<file path="src/rtl/pipe_mem_arbiter.sv">
// Shares one downstream memory port among NUM_CH requesters, one transaction at a time,
// with round-robin or fixed-priority arbitration and an optional BUSY watchdog.
module pipe_mem_arbiter #(
    parameter int NUM_CH  = 2,
    parameter int ADDR_W  = 32,
    parameter int DATA_W  = 32,
    parameter int RR      = 1,
    parameter int TIMEOUT = 0
) (
    input  logic                           clk,
    input  logic                           rst,
    input  logic [NUM_CH-1:0]              ch_read,
    input  logic [NUM_CH-1:0]              ch_write,
    input  logic [NUM_CH*ADDR_W-1:0]       ch_address,
    input  logic [NUM_CH*DATA_W-1:0]       ch_wdata,
    input  logic [NUM_CH*(DATA_W/8)-1:0]   ch_byte_enable,
    output logic [NUM_CH-1:0]              ch_resp,
    output logic [DATA_W-1:0]              ch_rdata,
    output logic                           mem_read,
    output logic                           mem_write,
    output logic [ADDR_W-1:0]              mem_address,
    output logic [DATA_W-1:0]              mem_wdata,
    output logic [DATA_W/8-1:0]            mem_byte_enable,
    input  logic                           mem_resp,
    input  logic [DATA_W-1:0]              mem_rdata,
    output logic                           timeout_err
);

    localparam int BE_W  = DATA_W / 8;
    localparam int PTR_W = $clog2(NUM_CH);
    localparam int CNT_W = (TIMEOUT > 1) ? $clog2(TIMEOUT + 1) : 1;
    localparam logic [CNT_W-1:0] WD_LAST = CNT_W'((TIMEOUT > 0) ? TIMEOUT - 1 : 0);

    typedef enum logic [1:0] {
        ST_IDLE = 2'd0,
        ST_BUSY = 2'd1,
        ST_DONE = 2'd2
    } state_t;

    state_t              state_q, state_d;
    logic [PTR_W-1:0]    g_q, g_d;
    logic [PTR_W-1:0]    p_q, p_d;
    logic [CNT_W-1:0]    wdog_q, wdog_d;
    logic                mem_read_q, mem_read_d;
    logic                mem_write_q, mem_write_d;
    logic [ADDR_W-1:0]   mem_address_q, mem_address_d;
    logic [DATA_W-1:0]   mem_wdata_q, mem_wdata_d;
    logic [BE_W-1:0]     mem_be_q, mem_be_d;
    logic [NUM_CH-1:0]   ch_resp_q, ch_resp_d;
    logic [DATA_W-1:0]   ch_rdata_q, ch_rdata_d;
    logic                timeout_err_q, timeout_err_d;

    logic [NUM_CH-1:0]   req_s;
    logic [PTR_W-1:0]    base_s;
    logic [PTR_W-1:0]    gnt_s;
    logic                found_s;

    // Channel index base+off, wrapped modulo NUM_CH (off is always below NUM_CH).
    function automatic logic [PTR_W-1:0] rot_idx(input logic [PTR_W-1:0] base, input int off);
        int sum;
        sum = int'(base) + off;
        sum = (sum >= NUM_CH) ? sum - NUM_CH : sum;
        return PTR_W'(sum);
    endfunction

    assign req_s  = ch_read | ch_write;
    assign base_s = (RR != 0) ? p_q : {PTR_W{1'b0}};

    // Priority search starting at base_s: first requesting channel wins.
    always_comb begin
        gnt_s   = {PTR_W{1'b0}};
        found_s = 1'b0;
        for (int i = 0; i < NUM_CH; i++) begin
            if (!found_s && req_s[rot_idx(base_s, i)]) begin
                found_s = 1'b1;
                gnt_s   = rot_idx(base_s, i);
            end else begin
                found_s = found_s;
            end
        end
    end

    // Next-state and next-output computation for the IDLE/BUSY/DONE sequence.
    always_comb begin
        state_d       = state_q;
        g_d           = g_q;
        p_d           = p_q;
        wdog_d        = wdog_q;
        mem_read_d    = mem_read_q;
        mem_write_d   = mem_write_q;
        mem_address_d = mem_address_q;
        mem_wdata_d   = mem_wdata_q;
        mem_be_d      = mem_be_q;
        ch_resp_d     = {NUM_CH{1'b0}};
        ch_rdata_d    = {DATA_W{1'b0}};
        timeout_err_d = 1'b0;
        case (state_q)
            ST_IDLE: begin
                if (found_s) begin
                    state_d       = ST_BUSY;
                    g_d           = gnt_s;
                    wdog_d        = {CNT_W{1'b0}};
                    mem_write_d   = ch_write[gnt_s];
                    mem_read_d    = ~ch_write[gnt_s];
                    mem_address_d = ch_address[int'(gnt_s)*ADDR_W +: ADDR_W];
                    mem_wdata_d   = ch_wdata[int'(gnt_s)*DATA_W +: DATA_W];
                    mem_be_d      = ch_byte_enable[int'(gnt_s)*BE_W +: BE_W];
                end else begin
                    state_d = ST_IDLE;
                end
            end
            ST_BUSY: begin
                // mem_resp is checked first so it wins over a coinciding watchdog expiry
                if (mem_resp || ((TIMEOUT > 0) && (wdog_q == WD_LAST))) begin
                    state_d          = ST_DONE;
                    ch_resp_d[g_q]   = 1'b1;
                    ch_rdata_d       = (mem_resp && !mem_write_q) ? mem_rdata : {DATA_W{1'b0}};
                    timeout_err_d    = ~mem_resp;
                    mem_read_d       = 1'b0;
                    mem_write_d      = 1'b0;
                    mem_address_d    = {ADDR_W{1'b0}};
                    mem_wdata_d      = {DATA_W{1'b0}};
                    mem_be_d         = {BE_W{1'b0}};
                    p_d              = (RR != 0) ? rot_idx(g_q, 1) : p_q;
                end else if (TIMEOUT > 0) begin
                    wdog_d = wdog_q + CNT_W'(1);
                end else begin
                    wdog_d = wdog_q;
                end
            end
            ST_DONE: begin
                state_d = ST_IDLE;
            end
            default: begin
                state_d = ST_IDLE;
            end
        endcase
    end

    // State and registered outputs; reset clears everything and drops any transaction in flight.
    always_ff @(posedge clk) begin
        if (rst) begin
            state_q       <= ST_IDLE;
            g_q           <= {PTR_W{1'b0}};
            p_q           <= {PTR_W{1'b0}};
            wdog_q        <= {CNT_W{1'b0}};
            mem_read_q    <= 1'b0;
            mem_write_q   <= 1'b0;
            mem_address_q <= {ADDR_W{1'b0}};
            mem_wdata_q   <= {DATA_W{1'b0}};
            mem_be_q      <= {BE_W{1'b0}};
            ch_resp_q     <= {NUM_CH{1'b0}};
            ch_rdata_q    <= {DATA_W{1'b0}};
            timeout_err_q <= 1'b0;
        end else begin
            state_q       <= state_d;
            g_q           <= g_d;
            p_q           <= p_d;
            wdog_q        <= wdog_d;
            mem_read_q    <= mem_read_d;
            mem_write_q   <= mem_write_d;
            mem_address_q <= mem_address_d;
            mem_wdata_q   <= mem_wdata_d;
            mem_be_q      <= mem_be_d;
            ch_resp_q     <= ch_resp_d;
            ch_rdata_q    <= ch_rdata_d;
            timeout_err_q <= timeout_err_d;
        end
    end

    assign ch_resp         = ch_resp_q;
    assign ch_rdata        = ch_rdata_q;
    assign mem_read        = mem_read_q;
    assign mem_write       = mem_write_q;
    assign mem_address     = mem_address_q;
    assign mem_wdata       = mem_wdata_q;
    assign mem_byte_enable = mem_be_q;
    assign timeout_err     = timeout_err_q;

endmodule

</file>
<file path="config.mk">
export PLATFORM = sky130hd
export DESIGN_NAME = pipe_mem_arbiter
export DESIGN_NICKNAME = d
export VERILOG_FILES = /design/src/rtl/pipe_mem_arbiter.sv
export SDC_FILE = /design/constraint.sdc
export NUM_CORES = 1
export LEC_CHECK = 0
export CAP_MARGIN = 25
export CORE_AREA = 2 2 109 111
export CTS_BUF_LIST = sky130_fd_sc_hd__clkbuf_8
export DETAILED_ROUTE_END_ITERATION = 8
export DIE_AREA = 0 0 111 113
export PLACE_DENSITY_LB_ADDON = 0.05
export SLEW_MARGIN = 20
export SYNTH_ARGS = -nofsm -noshare
export SYNTH_HDL_FRONTEND = slang
export SYNTH_SLANG_ARGS = --single-unit
export TNS_END_PERCENT = 10
</file>
<file path="constraint.sdc">
create_clock -name clk -period 1.9 [get_ports clk]
set_input_delay 0.19 -clock clk [delete_from_list [all_inputs] [get_ports clk]]
set_output_delay 0.19 -clock clk [all_outputs]
set_load 0.01 [all_outputs]
</file>
==> summary.txt <==
Hold path
  – Hold EP: mem_address[31]
  – Hold wc startpoint: ch_address[31]
  – Worst hold path type: primary input to register
  – WHS Path Cells: 3

Drt
  – Routed WL: 14800 um
  – Drt wl/cell: 16.4 um
  – Detail Route Antenna Nets: 0
  – # DRC: 0
  – Vias per cell: 5.03
  – First DRT Iteration DRCs: 352
  – DR pass1 iterations: 4
  – Routed vias: 4513

Synthesis
  – Ys flop type: dfxtp_1
  – Synth Area in Compound Gates: 28.8%
  – Synth warn: 0
  – Seq/Total Area, Yosys: 52.0%
  – Synth Area in XOR/XNOR: 0%
  – Async set or reset register ratio after synthesis: 0%
  – Yosys cell types: 32
  – Syn Inst Count: 485
  – Yosys reg bits: 109
  – Largest family of logic cells by synthesized area: compound AO/OA/AOI/OAI gates
  – Simple-gate share of the synthesized area: 13.2%
  – Synthesized-area fraction occupied by adder cells: 0%
  – Mux contribution to synthesized area: 0%
  – Synthesized Nets: 660
  – Count of flip-flops with a built-in enable after synthesis: 0
  – Mapped Avg Cell Area: about 8.7 sq um
  – Area of the mapped netlist: about 4200 sq um

Timing
  – Max-slew violations: 0
  – RSZ-0062 raised after global routing: false
  – Final hold vios: 0
  – Clock skew: 6.38 ps
  – Max Clk Rate: 659 MHz
  – Hold Slack: 344 ps
  – Fin crit share: 79.8%
  – Final setup viols: 0
  – Setup tns final: 0 ps
  – Period minus WS final: 1520 ps

GRT
  – Grt total ovfl: 0
  – First-pass GRT wire length: 23300 um
  – Largest net degree at the start of global routing: 49
  – Number of global-route vias before repair: 4567
  – Global Route Usage Sum: about 23%
  – Initial antenna violation count: 0

Floorplanning
  – Num ports: 280
  – Die width: 111 um
  – Row cnt: 39
  – Core footprint: ~11000 sq um
  – Die ar.: 12500 sq um
  – Chip height: 113 um
  – Initial Utilization: 37.3%

Clocking
  – CTS Hold Bufs: 0
  – Clk slew on worst S/H paths: 110 ps
  – CTS root buf: clkbuf_8
  – Resized Gates After CTS: 0
  – Clk_lat worst skew: 380 ps
  – H-Tree Depth: 3
  – CTS Buf Count: 9
  – Postcts setup bufs: 0
  – # clock sinks: 109
  – Clock buffer depth: 2
  – CTS tree: yes

Finish
  – Most common library cell in the layout ignoring fill and taps: clkdlybuf4s50_1
  – Area growth, synth to finish: 74.9%
  – Ant diodes: 0
  – Final net count: about 930
  – Share of cells above drive strength 1: 7.81%
  – Fillers: ~970
  – Most frequent cells in the layout: clkdlybuf4s50_1 (279), a21oi_1 (120), dfxtp_1 (109)
  – Post-route insts no fill: about 900

Setup path
  – Crit-path cells: clkdlybuf4s50_1
  – CP Max Fanout: 3
  – Worst Path Buf+Inv: 1
  – Crit path required time: 1710 ps
  – FF-to-FF setup slack: between 400 and 500 ps
  – CP peak stage delay: 580 ps
  – RR Startpoint: state_q[1]
  – WP data arrival: 1330 ps
  – Reg2Reg Depth: 5
  – Worst-path cell with the longest stage delay: clkdlybuf4s50_1
  – Largest delay share family, worst path: buffers and inverters
  – R2r endpoint: mem_address[22]
  – Startpoint Class: register
  – Worst Setup Path Type: register to output port
  – Critical path endpoint category: output port

Power
  – Worst vdd ir: 0.404 mV
  – P_leak: 2.85 nW
  – Power per Cell Area: 762 nW/um^2

Run status
  – Status: complete, no violations

Place
  – Sum of net half-perimeters after detailed placement: 10900 um
  – Routability Congestion: 0.816
  – DP Cell Count: between 800 and 900
  – I/O Buffers: 279

Job
  – Maxcap violations: 0
logic make-up (layout without fill, tap and decap cells):
group | count (synthesis) | after routing
flip-flops | 109 | 109
buffers and inverters | 43 | 313
other | 1 | 1
AND/OR/NAND/NOR | 115 | 115
AO/OA/AOI/OAI | 217 | 217
Yosys cell counts, types with 2 or more instances:
cell type	number	area (sq um)
a21oi_1	120	601
dfxtp_1	109	2180
nand2_1	69	259
o21ai_0	45	225
and2_1	33	206
o21ai_1	23	115
a21oi_2	21	184
buf_2	21	105
clkbuf_1	8	30.0
buf_6	5	56.3
nor2_1	4	15.0
clkbuf_2	3	15.0
inv_1	3	11.3
a21o_1	2	15.0
buf_4	2	15.0
per-stage QoR:
stage               instance area, sq um  total power [mW]  util (%)  worst slack [ps]
finish                              7350              5.60      65.2               384
global route                        7350              5.89      65.2               331
CTS                                 7350              5.65      65.2               351
detailed placement                  7170              4.32      63.6               124
global placement                    7170              4.29      63.6               196
floorplan                           4200              3.34         -               614
worst max path at each step:
stage | from | endpoint | cells past startpoint
global placement | ch_write[1] | mem_address[8] | 6
finish | mem_write | mem_write | 1
CTS | mem_write | mem_write | 1
floorplan | base_s | mem_address[27] | 7
detailed placement | ch_write[1] | mem_address[22] | 6
global route | mem_read | mem_read | 1
power breakdown:
| part | internal, mW | leakage (nW) | switching [mW] | total (mW) |
|---|---|---|---|---|
| logic | 0.935 | 1.86 | 0.737 | 1.67 |
| registers | 2.49 | 0.897 | 0.105 | 2.60 |
| clock network | 0.538 | 0.0926 | 0.791 | 1.33 |
sequential cells by signal, indices dropped and copies added, names as in the netlist, 2 cells and up:
register	count
ch_rdata	32
mem_address	32
mem_wdata	32
ch_resp	2
mem_byte_enable	4
state_q	2
routing by layer:
| layer | global-route usage, % | wire length (um) | vias to the layer above |
|---|---|---|---|
| met5 | 0 | 0 | - |
| met1 | 25.2 | 5580 | 2086 |
| met2 | 40.2 | 7190 | 217 |
| li1 | - | - | 2180 |
| met3 | 8.68 | 1500 | 30 |
| met4 | 10.4 | 474 | 0 |
area by class of cell:
class                           count  area [sq um]  area share (%)
Timing Repair Buffer              295          3010            41.0
Sequential cell                   109          2180            29.7
Multi-Input combinational cell    333          1790            24.3
Tap cell                          143           179            2.43
Clock buffer                       11           151            2.06
Clock inverter                      4          25.0           0.341
Inverter                            3          11.3           0.153
Note: power is estimated with default switching activity, not from simulation.
